### config.mk
export PLATFORM = sky130hd
export DESIGN_NAME = sparse_index_encoder
export DESIGN_NICKNAME = d
export VERILOG_FILES = /design/src/rtl/sparse_index_encoder.sv
export SDC_FILE = /design/constraint.sdc
export NUM_CORES = 1
export LEC_CHECK = 0
export CAP_MARGIN = 20
export CORE_MARGIN = 2
export CORE_UTILIZATION = 45
export CTS_CLUSTER_DIAMETER = 120
export DETAILED_ROUTE_END_ITERATION = 8
export GPL_TIMING_DRIVEN = 0
export PLACE_DENSITY_LB_ADDON = 0.25
export SLEW_MARGIN = 20
export SYNTH_ARGS = -nofsm -noshare
export SYNTH_HDL_FRONTEND = slang
export SYNTH_SLANG_ARGS = --single-unit
export TNS_END_PERCENT = 10
### constraint.sdc
create_clock -name clk -period 6.2 [get_ports clk]
set_clock_uncertainty 0.15 [all_clocks]
set_input_delay 0.62 -clock clk [delete_from_list [all_inputs] [get_ports clk]]
set_output_delay 0.62 -clock clk [all_outputs]
set_load 0.01 [all_outputs]
### src/rtl/sparse_index_encoder.sv
// Zero-run-length sparse encoder: packs up to LANES nonzero activations per beat with run indices.
// Optional fused ReLU (negatives treated as zero) is enabled by defining SPARSE_ENC_RELU_EN.
module sparse_index_encoder #(
  parameter int DATA_W = 16,
  parameter int LANES  = 4,
  parameter int IDX_W  = 4
) (
  input  logic                      clk,
  input  logic                      rst,
  input  logic                      frame_restart,
  input  logic                      in_valid,
  output logic                      in_ready,
  input  logic [DATA_W-1:0]         in_data,
  input  logic                      in_last,
  output logic                      out_valid,
  input  logic                      out_ready,
  output logic [LANES*DATA_W-1:0]   out_data,
  output logic [LANES*IDX_W-1:0]    out_index,
  output logic [LANES-1:0]          out_mask,
  output logic                      out_last,
  output logic [15:0]               nnz_count
);

  localparam int CW = $clog2(LANES + 1);
  localparam logic [IDX_W-1:0] RUN_MAX = '1;
  localparam logic [0:0] IDLE = 1'b0;
  localparam logic [0:0] PACK = 1'b1;

  logic [0:0]                     state_q, state_d;
  logic [IDX_W-1:0]               run_q, run_d;
  logic [CW-1:0]                  cnt_q, cnt_d;
  logic [LANES-1:0][DATA_W-1:0]   bufData_q, bufData_d;
  logic [LANES-1:0][IDX_W-1:0]    bufIdx_q, bufIdx_d;
  logic [LANES-1:0][DATA_W-1:0]   packData;
  logic [LANES-1:0][IDX_W-1:0]    packIdx;
  logic [LANES-1:0]               packMask;
  logic [LANES-1:0][DATA_W-1:0]   outData_q;
  logic [LANES-1:0][IDX_W-1:0]    outIdx_q;
  logic [LANES-1:0]               outMask_q;
  logic                           outValid_q, outLast_q;
  logic [15:0]                    nnz_q, nnz_d, nnzBase;
  logic                           clearPend_q, clearPend_d;
  logic                           accept, isZero, runWrap, append, load;
  logic [CW-1:0]                  newCnt;

  assign in_ready  = !outValid_q || out_ready;
  assign out_valid = outValid_q;
  assign out_data  = outData_q;
  assign out_index = outIdx_q;
  assign out_mask  = outMask_q;
  assign out_last  = outLast_q;
  assign nnz_count = nnz_q;

  // A zero on the final element never becomes a filler entry: trailing zeros are not encoded.
  always_comb begin
    accept = in_valid && in_ready && !frame_restart;
`ifdef SPARSE_ENC_RELU_EN
    isZero = (in_data == '0) || in_data[DATA_W-1];
`else
    isZero = (in_data == '0);
`endif
    runWrap = accept && isZero && (run_q == RUN_MAX) && !in_last;
    append  = accept && (!isZero || runWrap);
    newCnt  = cnt_q + CW'(append);
    load    = accept && ((newCnt == CW'(LANES)) || in_last);

    packData = bufData_q;
    packIdx  = bufIdx_q;
    packMask = '0;
    for (int i = 0; i < LANES; i++) begin
      if (append && (cnt_q == CW'(i))) begin
        packData[i] = isZero ? '0 : in_data;
        packIdx[i]  = run_q;
      end
      packMask[i] = (CW'(i) < newCnt);
    end
  end

  always_comb begin
    state_d     = state_q;
    run_d       = run_q;
    cnt_d       = cnt_q;
    bufData_d   = bufData_q;
    bufIdx_d    = bufIdx_q;
    nnz_d       = nnz_q;
    clearPend_d = clearPend_q;
    nnzBase     = clearPend_q ? 16'h0000 : nnz_q;
    if (frame_restart) begin
      state_d     = IDLE;
      run_d       = '0;
      cnt_d       = '0;
      bufData_d   = '0;
      bufIdx_d    = '0;
      nnz_d       = '0;
      clearPend_d = 1'b0;
    end else if (accept) begin
      nnz_d       = (append && (nnzBase != 16'hFFFF)) ? nnzBase + 16'd1 : nnzBase;
      clearPend_d = load && in_last;
      state_d     = (load && in_last) ? IDLE : PACK;
      if ((load && in_last) || !isZero || runWrap) run_d = '0;
      else                                       run_d = run_q + 1'b1;
      if (load) begin
        cnt_d     = '0;
        bufData_d = '0;
        bufIdx_d  = '0;
      end else begin
        cnt_d     = newCnt;
        bufData_d = packData;
        bufIdx_d  = packIdx;
      end
    end
  end

  // The output register only reloads when free or being drained on the same edge.
  always_ff @(posedge clk or posedge rst) begin
    if (rst) begin
      state_q     <= IDLE;
      run_q       <= '0;
      cnt_q       <= '0;
      bufData_q   <= '0;
      bufIdx_q    <= '0;
      nnz_q       <= '0;
      clearPend_q <= 1'b0;
      outValid_q  <= 1'b0;
      outLast_q   <= 1'b0;
      outMask_q   <= '0;
      outData_q   <= '0;
      outIdx_q    <= '0;
    end else begin
      state_q     <= state_d;
      run_q       <= run_d;
      cnt_q       <= cnt_d;
      bufData_q   <= bufData_d;
      bufIdx_q    <= bufIdx_d;
      nnz_q       <= nnz_d;
      clearPend_q <= clearPend_d;
      if (load) begin
        outValid_q <= 1'b1;
        outLast_q  <= in_last;
        outMask_q  <= packMask;
        outData_q  <= packData;
        outIdx_q   <= packIdx;
      end else if (outValid_q && out_ready) begin
        outValid_q <= 1'b0;
      end
    end
  end

endmodule
# Word-level counts from Yosys, hierarchy flattened
# Cells that the tools add are included.
dict set report word_totals {
  out_inout_bits 103
  inputBits 22
  wordCells 92
  regBits 190
}
dict set report classes {
  n_reduce_logical 27
  add_sub_neg 3
  muxes 29
  n_eq_ne 6
  n_lt_le_gt_ge 4
}
# op n
set ops {}
lappend ops {{$mux W16} 12}
lappend ops {{$mux W64} 3}
lappend ops {{$mux W4} 7}
lappend ops {{$add A16 B1 Y16 const B} 1}
lappend ops {{$logic_not A16 Y1} 1}
lappend ops {{$ne A16 B16 Y1 const B} 1}
lappend ops {{$logic_and A1 B1 Y1} 14}
lappend ops {{$mux W3} 3}
lappend ops {{$eq A3 B2 Y1 const B} 2}
lappend ops {{$lt A1 B3 Y1 const A} 2}
lappend ops {{$lt A2 B3 Y1 const A} 2}
lappend ops {{$logic_or A1 B1 Y1} 5}
lappend ops {{$add A4 B1 Y4 const B} 1}
lappend ops {{$eq A4 B4 Y1 const B} 1}
lappend ops {{$logic_not A1 Y1} 4}
lappend ops {{$mux W1} 4}
lappend ops {{$reduce_bool A2 Y1} 2}
lappend ops {{$add A3 B1 Y3} 1}
lappend ops {{$eq A3 B1 Y1 const B} 1}
lappend ops {{$eq A3 B3 Y1 const B} 1}
lappend ops {{$logic_not A3 Y1} 1}

# Depth between registers and ports, before layout
dict set report logic_depth {
  depth_word 19
  depth_mapped 14
}

# Least setup slack after synthesis
# OpenSTA, ideal clock, no wires.
dict set report synth_timing {
  path_kind {input to register}
  startpoint {in in_data[0]}
  endpoint {reg bufData_q[48] (netlist bit)}
  slack_ps 3005
  stages 13
  n_path_buf 2
  t_arrival_ps 2968
  cell_sequence {nor4_1 -> and4_4 -> a21oi_4 -> buf_2 -> ha_1 -> ha_1 -> xnor2_2 -> nor3_4 -> nor3_4 -> and2_1 -> nand3_1 -> buf_2 -> o2bb2ai_1}
}
dict set report synth_via {
  elab_chain_cells 13
}
# element line_no
set synth_lines {}
lappend synth_lines {{from (decl)} 13} ;# input logic [DATA_W-1:0] in_data,
lappend synth_lines {{$logic_not A16 Y1} 60} ;# isZero = (in_data == '0);
lappend synth_lines {{$logic_and A1 B1 Y1 (3 in series)} 62} ;# runWrap = accept && isZero && (run_q == RUN_MAX) && !in_last;
lappend synth_lines {{$logic_or A1 B1 Y1} 63} ;# append = accept && (!isZero || runWrap);
lappend synth_lines {{$logic_and A1 B1 Y1} 63}
lappend synth_lines {{$add A3 B1 Y3} 64} ;# newCnt = cnt_q + CW'(append);
lappend synth_lines {{$eq A3 B3 Y1} 65} ;# load = accept && ((newCnt == CW'(LANES)) || in_last);
lappend synth_lines {{$logic_or A1 B1 Y1} 65}
lappend synth_lines {{$logic_and A1 B1 Y1} 65}
lappend synth_lines {{$mux W64 *} 102} ;# if (load) begin
lappend synth_lines {{$mux W64 *} 96} ;# end else if (accept) begin
lappend synth_lines {{$mux W64 *} 88} ;# if (frame_restart) begin
lappend synth_lines {{to (signal assigned)} 133} ;# bufData_q <= bufData_d;
lappend synth_lines {{to (decl)} 32} ;# logic [LANES-1:0][DATA_W-1:0] bufData_q, bufData_d;
# Mark *: on every way between the ends. The rest lies on a longest branch, timed or not. The select of a mux whose other input is x is not followed.
# A chain may end at the register's enable or synchronous reset.

# Worst setup path after layout
dict set report layout_timing {
  startpoint {in in_data[4]}
  endpoint {reg outData_q (netlist bit out_data[42])}
}
dict set report layout_via {
  elab_chain_cells 10
}
# element line_no
set layout_lines {}
lappend layout_lines {{$logic_not A16 Y1 *} 60}
lappend layout_lines {{$logic_and A1 B1 Y1 (3 in series)} 62}
lappend layout_lines {{$logic_or A1 B1 Y1} 63}
lappend layout_lines {{$logic_and A1 B1 Y1} 63}
lappend layout_lines {{$add A3 B1 Y3} 64}
lappend layout_lines {{$eq A3 B3 Y1} 65}
lappend layout_lines {{$logic_or A1 B1 Y1} 65}
lappend layout_lines {{$logic_and A1 B1 Y1} 65}
lappend layout_lines {{to (signal assigned)} 141} ;# outData_q <= packData;
lappend layout_lines {{to (decl)} 37} ;# logic [LANES-1:0][DATA_W-1:0] outData_q;
# Mark *: on every way between the ends. The rest lies on a longest branch, timed or not.

==> results.md <==
- Status: complete, no violations
- # diodes: 0
- Clock tree sinks: 190
- Post-detail-place hpwl: 15.6 mm
- Synth cell types: between 50 and 60
- Post-Route WL: 22.3 mm
- Slew Limit Fails: 0
- Clk buf depth: 2
- Met2 GRT Util: 0.373
- Antenna-violating nets left: 0
- Crit path max fanout: 10
- Final min period: between 4 and 5 ns
- Synthesized instance count: 801
- Static Leak: between 0.005 and 0.006 µW
- VDD IR max: 0.215 mV
- Grt ovf: 0
- WP data arrival: 4.82 ns
- Largest area contributor in the synthesized netlist: dfrtp_1
- Hold depth: 2
- Crit path buffers/inverters: 4
- Req. time, crit path: roughly 6.4 ns
- Die width: about 140 µm
- Critical-path cell list: clkdlybuf4s50_1, nor4_1, and4_4, a21oi_4, buf_2, ha_1, ha_1, xnor2_2, nor3_4, o21ai_2, buf_2, clkbuf_1, nand2_1, o21ai_0
- Per-cell routed wire length: 18.7 µm
- F_max: between 0.2 and 0.25 GHz
- DIE AREA: 0.0198 mm²
- FF-to-FF path depth: 14
- Count of non-filler cells in the finished layout: around 1200
- # rows: 50
- Remaining DRCs: 0
- M3 GR Usage: 0.0513
- Post-synth EDFFs: 0
- Die H: 141 µm
- Busiest grt layer: met2
- Final hold slack: about 0.33 ns
- Worst R2R Start: run_q[0]$_DFFE_PP0P_
- Insertion delay to the later sink of the worst-skew pair: 0.44 ns
- Asr flop ratio synth: 1.00
- Area Overhead vs Synth: 26.0%
- Synthesized area: 0.00842 mm²
- RSZ-0062 raised after global routing: no
- Port Buf Inserts: around 120
- Power Density: 246 mW/mm²
- #FFs+latches synth: 190
- Post-cts gate resize count: 0
- Initial detailed-routing violation count: between 300 and 400
- Top post-synthesis cells by area: dfrtp_1 56%, mux2i_1 9.8%, nand2_1 7.0%
- Postcts setup bufs: 0
- Io pins: 125
- CP max stage delay: 0.60 ns
- Setup violators final: 0
- Crit path kind: in -> reg
- First-pass GRT wire length: 35.8 mm
- CORE AREA: 0.0185 mm²
- Ys flop type: dfrtp_1
- Area share of the largest cell type after synthesis: 0.565
- Avg Cell Area, Syn: 10.5 µm²
- Worst-Margin Slew: roughly 0.61 ns
- Starting Density: 0.455
- Slowest cell on crit path: clkdlybuf4s50_1
- Reg-to-reg endpoint: out_data[42]$_DFFE_PP0P_
- Syn_nets: 827
- Setup crit start kind: primary input
- Reg2reg setup slack: 2.00 ns
- GRT Total Usage: 0.234
- Share of cells above drive strength 1: 0.0866
- Top-count cell post-synth: dfrtp_1
- Initial antenna violation count: 0
- Vias in the first global route: between 6000 and 7000
- Endpoint class of the critical path: flop
- HP Class: reg -> reg
- Slew HR: 0.591
- Min-Delay Endpoint: out_data[36]$_DFFE_PP0P_
- Pin count of the biggest net entering global routing: between 70 and 80
- First-pass DRT Iterations: 5
- Util after Layout: 0.573
- Worst-path clk slew: 0.07 ns
- H-tree depth: 4
- Vias: 6538
- Largest delay contributor family on the critical path: buffers and inverters
- Seq/Total Area, Yosys: 0.565
- Placed cells: 1160
- GPL Wtd Cong: 0.838
- GR met1 Demand/Resource: 0.325
- Post-CTS Hold Buffers: 0
- Yosys warns: 0
- Fin crit share: 0.745
- Nets: 971
- Hold_sp: out_data[36]$_DFFE_PP0P_
- Final hold viol count: 0
- Max Cap Viol: 0
- DR vias/cell: ~5.5
- Total CTS buffers: 17
- Synth top cells by count: 190 x dfrtp_1, 158 x nand2_1, 96 x o21ai_0, 82 x mux2i_1, 60 x o21ai_1
- CTS root buf: clkbuf_16
- CTS tree: yes
==> layout by cell type (no fill, tap or decap), drive strengths merged, types with 3 or more instances in the layout <==
| cell | n |
|---|---|
| a211o | 3 |
| a21o | 6 |
| a21oi | 10 |
| a22o | 6 |
| a31oi | 4 |
| a41oi | 3 |
| and2 | 4 |
| and3 | 3 |
| and4 | 3 |
| buf | 39 |
| clkbuf | 37 |
| clkdlybuf4s50 | 123 |
| clkinvlp | 3 |
| dfrtp | 190 |
| ha | 4 |
| inv | 10 |
| mux2i | 82 |
| nand2 | 158 |
| nand2b | 23 |
| nand3 | 13 |
| nand3b | 3 |
| nand4 | 3 |
| nand4b | 3 |
| nor2 | 10 |
| nor2b | 5 |
| nor3 | 4 |
| nor4 | 6 |
| o21ai | 157 |
| o2bb2ai | 21 |
==> how the worst max path moves through the flow <==
stage,endpoint,slack (ns),from,cells past startpoint
after CTS,out_data[42]$_DFFE_PP0P_,1.60,in_data[4],14
final,out_data[42]$_DFFE_PP0P_,1.58,in_data[4],14
after global routing,out_data[46]$_DFFE_PP0P_,1.39,in_data[4],14
after global placement,out_index[12]$_DFFE_PP0P_,-2.31,rst,2
after detailed placement,out_data[42]$_DFFE_PP0P_,1.18,in_data[4],14
after floorplan,bufData_q[0]$_DFFE_PP0P_,0.26,rst,1
==> layout make-up <==
type | count | area, µm²
Buffer | 55 | 283
Clock buffer | 19 | 453
Clock inverter | 13 | 151
Fill cell | 1616 | 7910
Inverter | 4 | 22.5
Multi-Input combinational cell | 552 | 3370
Sequential cell | 190 | 4750
Tap cell | 234 | 293
Timing Repair Buffer | 125 | 1290
==> per-stage QoR <==
stage,cell area (µm²),setup WS (ns),total power [µW],TNS [ns]
after detailed placement,10000,1.18,1510,0
after CTS,10600,1.60,2630,0
after global routing,10600,1.39,2710,0
after floorplan,8420,0.260,1400,0
final,10600,1.58,2610,0
after global placement,9940,-2.31,1510,-435.81
==> worst min-delay path, cell delays in order, from the launching register on <==
cell	delay, ns
dfrtp_1	0.34
nand2_1	0.04
o21ai_0	0.06
==> metal layers <==
layer | vias up | share of wire
met1 | 3213 | 0.46
met2 | 184 | 0.47
met3 | 28 | 0.052
met5 | - | 0
li1 | 3113 | -
met4 | 0 | 0.016
==> state kept, by name, summed over array words and instances (netlist names), 3 cells and up <==
signal,flops
run_q,4
nnz_count,16
bufData_q,64
bufIdx_q,16
out_index,16
out_data,64
cnt_q,3
out_mask,4
==> kinds of logic (layout without fill, tap and decap cells) <==
family,after synthesis,in the layout,synth area share
AO/OA/AOI/OAI,221,221,0.154
XOR/XNOR,2,2,0.00297
adder cells (fa/ha/maj),4,4,0.00595
buffers and inverters,59,216,0.0354
flip-flops,190,190,0.565
multiplexers,83,83,0.0988
AND/OR/NAND/NOR,242,242,0.138
==> report_power, final <==
group          switching, µW  internal, µW
logic                    133          80.4
clock network            500           625
registers               14.4          1260
(Power assumes the default switching activity.)
==> edit 1 (same flow settings) <==
Register the output `nnz_count` once more, cleared by the reset; this adds one clock of latency there. The other outputs are not delayed to match.
--- a/src/rtl/sparse_index_encoder.sv
+++ b/src/rtl/sparse_index_encoder.sv
@@ -49,7 +49,13 @@
   assign out_index = outIdx_q;
   assign out_mask  = outMask_q;
   assign out_last  = outLast_q;
-  assign nnz_count = nnz_q;
+  always_ff @(posedge clk or posedge rst) begin
+    if (rst) begin
+      nnz_count <= '0;
+    end else begin
+      nnz_count <= nnz_q;
+    end
+  end
 
   // A zero on the final element never becomes a filler entry: trailing zeros are not encoded.
   always_comb begin
Function: changed (a bounded check fails within 4 cycles, from zero or initial values and one cycle with rst high).
==> edit 1 against the unedited design <==
- total power increased by 9.0%
- cell area grew 7.2%
- sequential cell count increased by 16
- critical path depth stayed put
- setup slack improved by 0.17 ns
- routed wire length is 6.2% higher
- synthesized area is 6.8% higher
- cell count is 5.1% higher
- non-clock buffer count up 7
- critical path type unchanged
- critical endpoint is now out_data[44]
- largest power group unchanged
- highest routed layer unchanged
==> edit 1: results (changes against the unedited design) <==
Clock tree
  • Longest Clk Path Bufs: 3 (was 2)
  • H-tree depth: 1 (was 4)
  • Clock Latency Late Sink: 0.50 ns (was 0.44 ns)
  • Total clock buffers created by CTS: 22 (was 17)

Detailed routing
  • Met3 wire len: 1.158 mm (was 1.161 mm)
  • Wire per inst: 18.92 um (was 18.73 um)
  • Starting DRT DRC Count: 349 (was 372)
  • Vias per cell: 5.432 (was 5.485)
  • Total Wirelength: 23.71 mm (was 22.33 mm)
  • Metal-1 WL: 10.83 mm (was 10.32 mm)

Layout
  • Non-clk invs: 5 (was 4)
  • Fraction of area in multi-input gates: 30.34% (was 31.73%)
  • Final core occ: 58.25% (was 57.29%)
  • NonClk Buf Share: 15.33% (was 14.79%)
  • Clock network area share: 5.896% (was 5.696%)
  • Sequential Area: 5155 sq um (was 4755 sq um)
  • Comb_multi_in: 553 (was 552)

Yosys
  • Post-synthesis mux area share: 9.255% (was 9.884%)
  • Synth area leaders: dfrtp_1 (57%), mux2i_1 (9.1%), nand2_1 (6.6%), o21ai_0 (5.0%), o21ai_1 (3.4%) (was dfrtp_1 (56%), mux2i_1 (9.8%), nand2_1 (7.0%), o21ai_0 (5.7%), o21ai_1 (3.6%))
  • Post-synthesis sequential area ratio: 57.34% (was 56.48%)

Placement
  • Pre-CTS setup slack: 1.233 ns (was 1.179 ns)
  • GPL Wtd Cong: 0.8317 (was 0.8378)
  • Placed inst area: 10700 sq um (was 10000 sq um)

STA
  • Worst Max-Slew Pin Slew: 0.8765 ns (was 0.6132 ns)

Power
  • Sw frac: 23.26% (was 24.79%)
  • Sequential Power: 1.38 mW (was 1.27 mW)

Global route
  • Largest net degree at the start of global routing: 35 (was 78)
  • Met2 usage: 36.75% (was 37.33%)
  • Vias in the first global route: 6824 (was 6486)
  • First-pass GRT wire length: 38.10 mm (was 35.76 mm)

Status
  • Status: completed (unchanged)
edit 1: cell count changes in the layout (fill, tap and decap cells not counted), moves of 4 or more:
cell	delta
buf_4	-4
nand2b_1	-5
o21ai_0	-6
buf_2	-15
clkbuf_16	+6
buf_8	+6
buf_12	+6
inv_6	-5
buf_6	+5
dfrtp_1	+16
clkbuf_1	+15
edit 1: worst max-delay path: cells and delay by family:
family          cells  cell delay (ns)
buf+inv             4             1.61
compound gates      3             0.65
xor+xnor            1             0.28
fa+ha+maj           2             0.40
simple gates        4             1.15
edit 1: path summary, 6_finish.rpt:
path | startpoint | endpoint | slack [ns] | depth (start not counted)
max | in_data[0] | out_data[44] | 1.75 | 14
min | rst | out_data[27] | 0.25 | 2
max reg2reg | run_q[0] | out_data[44] | 2.19 | 14
min reg2reg | nnz_q[8] | nnz_count[8] | 0.26 | 0
max in group asynchronous | rst | out_index[10] | 4.58 | 6
min in group clk | in_last | clearPend_q | 0.26 | 3
==> edit 2 (config.mk and constraints unchanged) <==
Without the edit above. The option `SPARSE_ENC_RELU_EN` is turned on by a define.
--- a/src/rtl/sparse_index_encoder.sv
+++ b/src/rtl/sparse_index_encoder.sv
@@ -1,5 +1,7 @@
 // Zero-run-length sparse encoder: packs up to LANES nonzero activations per beat with run indices.
 // Optional fused ReLU (negatives treated as zero) is enabled by defining SPARSE_ENC_RELU_EN.
+`define SPARSE_ENC_RELU_EN
+
 module sparse_index_encoder #(
   parameter int DATA_W = 16,
   parameter int LANES  = 4,
Check against the original RTL: not equivalent (Yosys sat finds a counterexample within 4 cycles, from zero or initial values and one cycle with rst high).
==> edit 2 against the unedited design <==
- cell area rose by 3.5%
- maximum frequency down 2.5%
- sequential cell count unchanged
- synthesized area grew 4.1%
- setup slack worse by 0.12 ns
- routed wire length rose by 14%
- critical endpoint is now out_data[48]
- largest cell class unchanged
- highest routed layer unchanged
Power is not compared: it rests on default switching activity, and its combinational part moved more than twofold at a synthesized area within 25%.
==> edit 2: results (changes against the unedited design) <==
Worst setup path
  • Arr. time, crit path: 4.94 ns (was 4.82 ns)
  • Max stage delay on crit path: 0.52 ns (was 0.60 ns)
  • CP startpoint: in_data[3] (was in_data[4])
  • R2r endpoint: out_data[48] (was out_data[42])
  • Crit-path slowest cell: nor4_2 (was clkdlybuf4s50_1)
  • Worst R2R Setup Slack: 2.22 ns (was 2.00 ns)
  • Critical R2R Launch: run_q[0] (unchanged)

Yosys
  • Top cell type's share of synthesized area: 54.25% (was 56.48%)
  • Commonest cells post-synth: dfrtp_1 (190), o21ai_0 (97), nor2_1 (84), a31oi_1 (83), or3_1 (62) (was dfrtp_1 (190), nand2_1 (158), o21ai_0 (96), mux2i_1 (82), o21ai_1 (60))
  • Post-synthesis sequential area ratio: 54.25% (was 56.48%)
  • Syn Nets: 893 (was 827)
  • Distinct cell type count after synthesis: 65 (was 54)
  • Synth area leaders: dfrtp_1 (54%), o2bb2ai_1 (6.0%), a31oi_1 (5.9%), o21ai_0 (5.5%), or3_1 (4.4%) (was dfrtp_1 (56%), mux2i_1 (9.8%), nand2_1 (7.0%), o21ai_0 (5.7%), o21ai_1 (3.6%))

STA
  • Final cycle utilization of the critical path: 76.41% (was 74.53%)
  • Worst hold slack: 0.3258 ns (was 0.3281 ns)
  • Worst Max-Slew Pin Slew: 0.8338 ns (was 0.6132 ns)

Placement
  • Post-DP HPWL: 17.72 mm (was 15.57 mm)
  • GPL Wtd Cong: 0.8540 (was 0.8378)
  • Placed inst area: 10370 sq um (was 10000 sq um)
  • Number of port buffers: 124 (was 123)
  • Pre-CTS setup slack: 1.007 ns (was 1.179 ns)

Global route
  • First-pass GRT wire length: 39.81 mm (was 35.76 mm)
  • All-Layer GR Usage: 25.23% (was 23.40%)
  • Largest net degree at the start of global routing: 99 (was 78)
  • Vias in the first global route: 7127 (was 6486)

Layout
  • Layout cell share with drive strength beyond 1: 8.398% (was 8.664%)
  • Final nets: 1037 (was 971)

Clock tree
  • Clk root buf: clkbuf_16 (unchanged)
  • Gates resized, CTS repair: 0 (unchanged)

Min path
  • Hold depth: 1 (was 2)
  • Hold Path Sink: bufData_q[63] (was out_data[36])
  • Min-delay src: bufData_q[63] (was out_data[36])

Detailed routing
  • Via count: 7620 (was 6538)
  • Starting DRT DRC Count: 813 (was 372)
  • Total Wirelength: 25.44 mm (was 22.33 mm)

Status
  • Status: completed (unchanged)
[edit 2: cell types whose count changed after synthesis, sizes merged, moves of 17 or more]
cell     before  now
or3           1   62
nand2       158   32
o2bb2ai      21   60
nor2         10   84
a31oi         4   83
mux2i        82    2
o21ai       157  100
clkbuf       18   35
[edit 2: routing by layer]
layer / GRT usage, % / vias up / routed length, um
met5: 0 / - / 0
met4: 8.824 / 0 / 673
met3: 3.632 / 42 / 1956
met2: 38.77 / 376 / 11410
met1: 36.79 / 3663 / 11400
li1: - / 3539 / -
[edit 2: cells by family (layout without fill, tap and decap cells)]
kind of cell | count (synthesis) | count (layout) | share of synthesized area (%)
mux | 2 | 2 | 0.2285
compound gates | 318 | 318 | 24.23
flops | 190 | 190 | 54.25
simple gates | 266 | 266 | 16.11
fa+ha+maj | 4 | 4 | 0.5711
xor+xnor | 2 | 2 | 0.1999
buf+inv | 85 | 242 | 4.412
[edit 2: through the flow]
| stage | cells | total power [mW] |
|---|---|---|
| final | 1289 | 3.053 |
| after global routing | 1289 | 3.172 |
| after CTS | 1289 | 3.059 |
| after detailed placement | 1257 | 1.960 |
| after global placement | 1256 | 1.955 |
| after floorplan | 867 | 1.653 |
[edit 2: where the power goes]
part / leakage, nW / total, mW / internal, mW / switching [mW]
registers: 2.48 / 1.41 / 1.34 / 0.0660
clock network: 0.282 / 1.12 / 0.613 / 0.505
logic: 1.57 / 0.529 / 0.261 / 0.268
[edit 2: area by class of cell]
| class | instances | area (sq um) |
|---|---|---|
| Multi-Input combinational cell | 592 | 3628 |
| Fill cell | 1728 | 8295 |
| Sequential cell | 190 | 4755 |
| Inverter | 11 | 48.80 |
| Clock buffer | 18 | 439.2 |
| Clock inverter | 14 | 158.9 |
| Tap cell | 265 | 331.6 |
| Timing Repair Buffer | 125 | 1269 |
| Buffer | 74 | 345.3 |
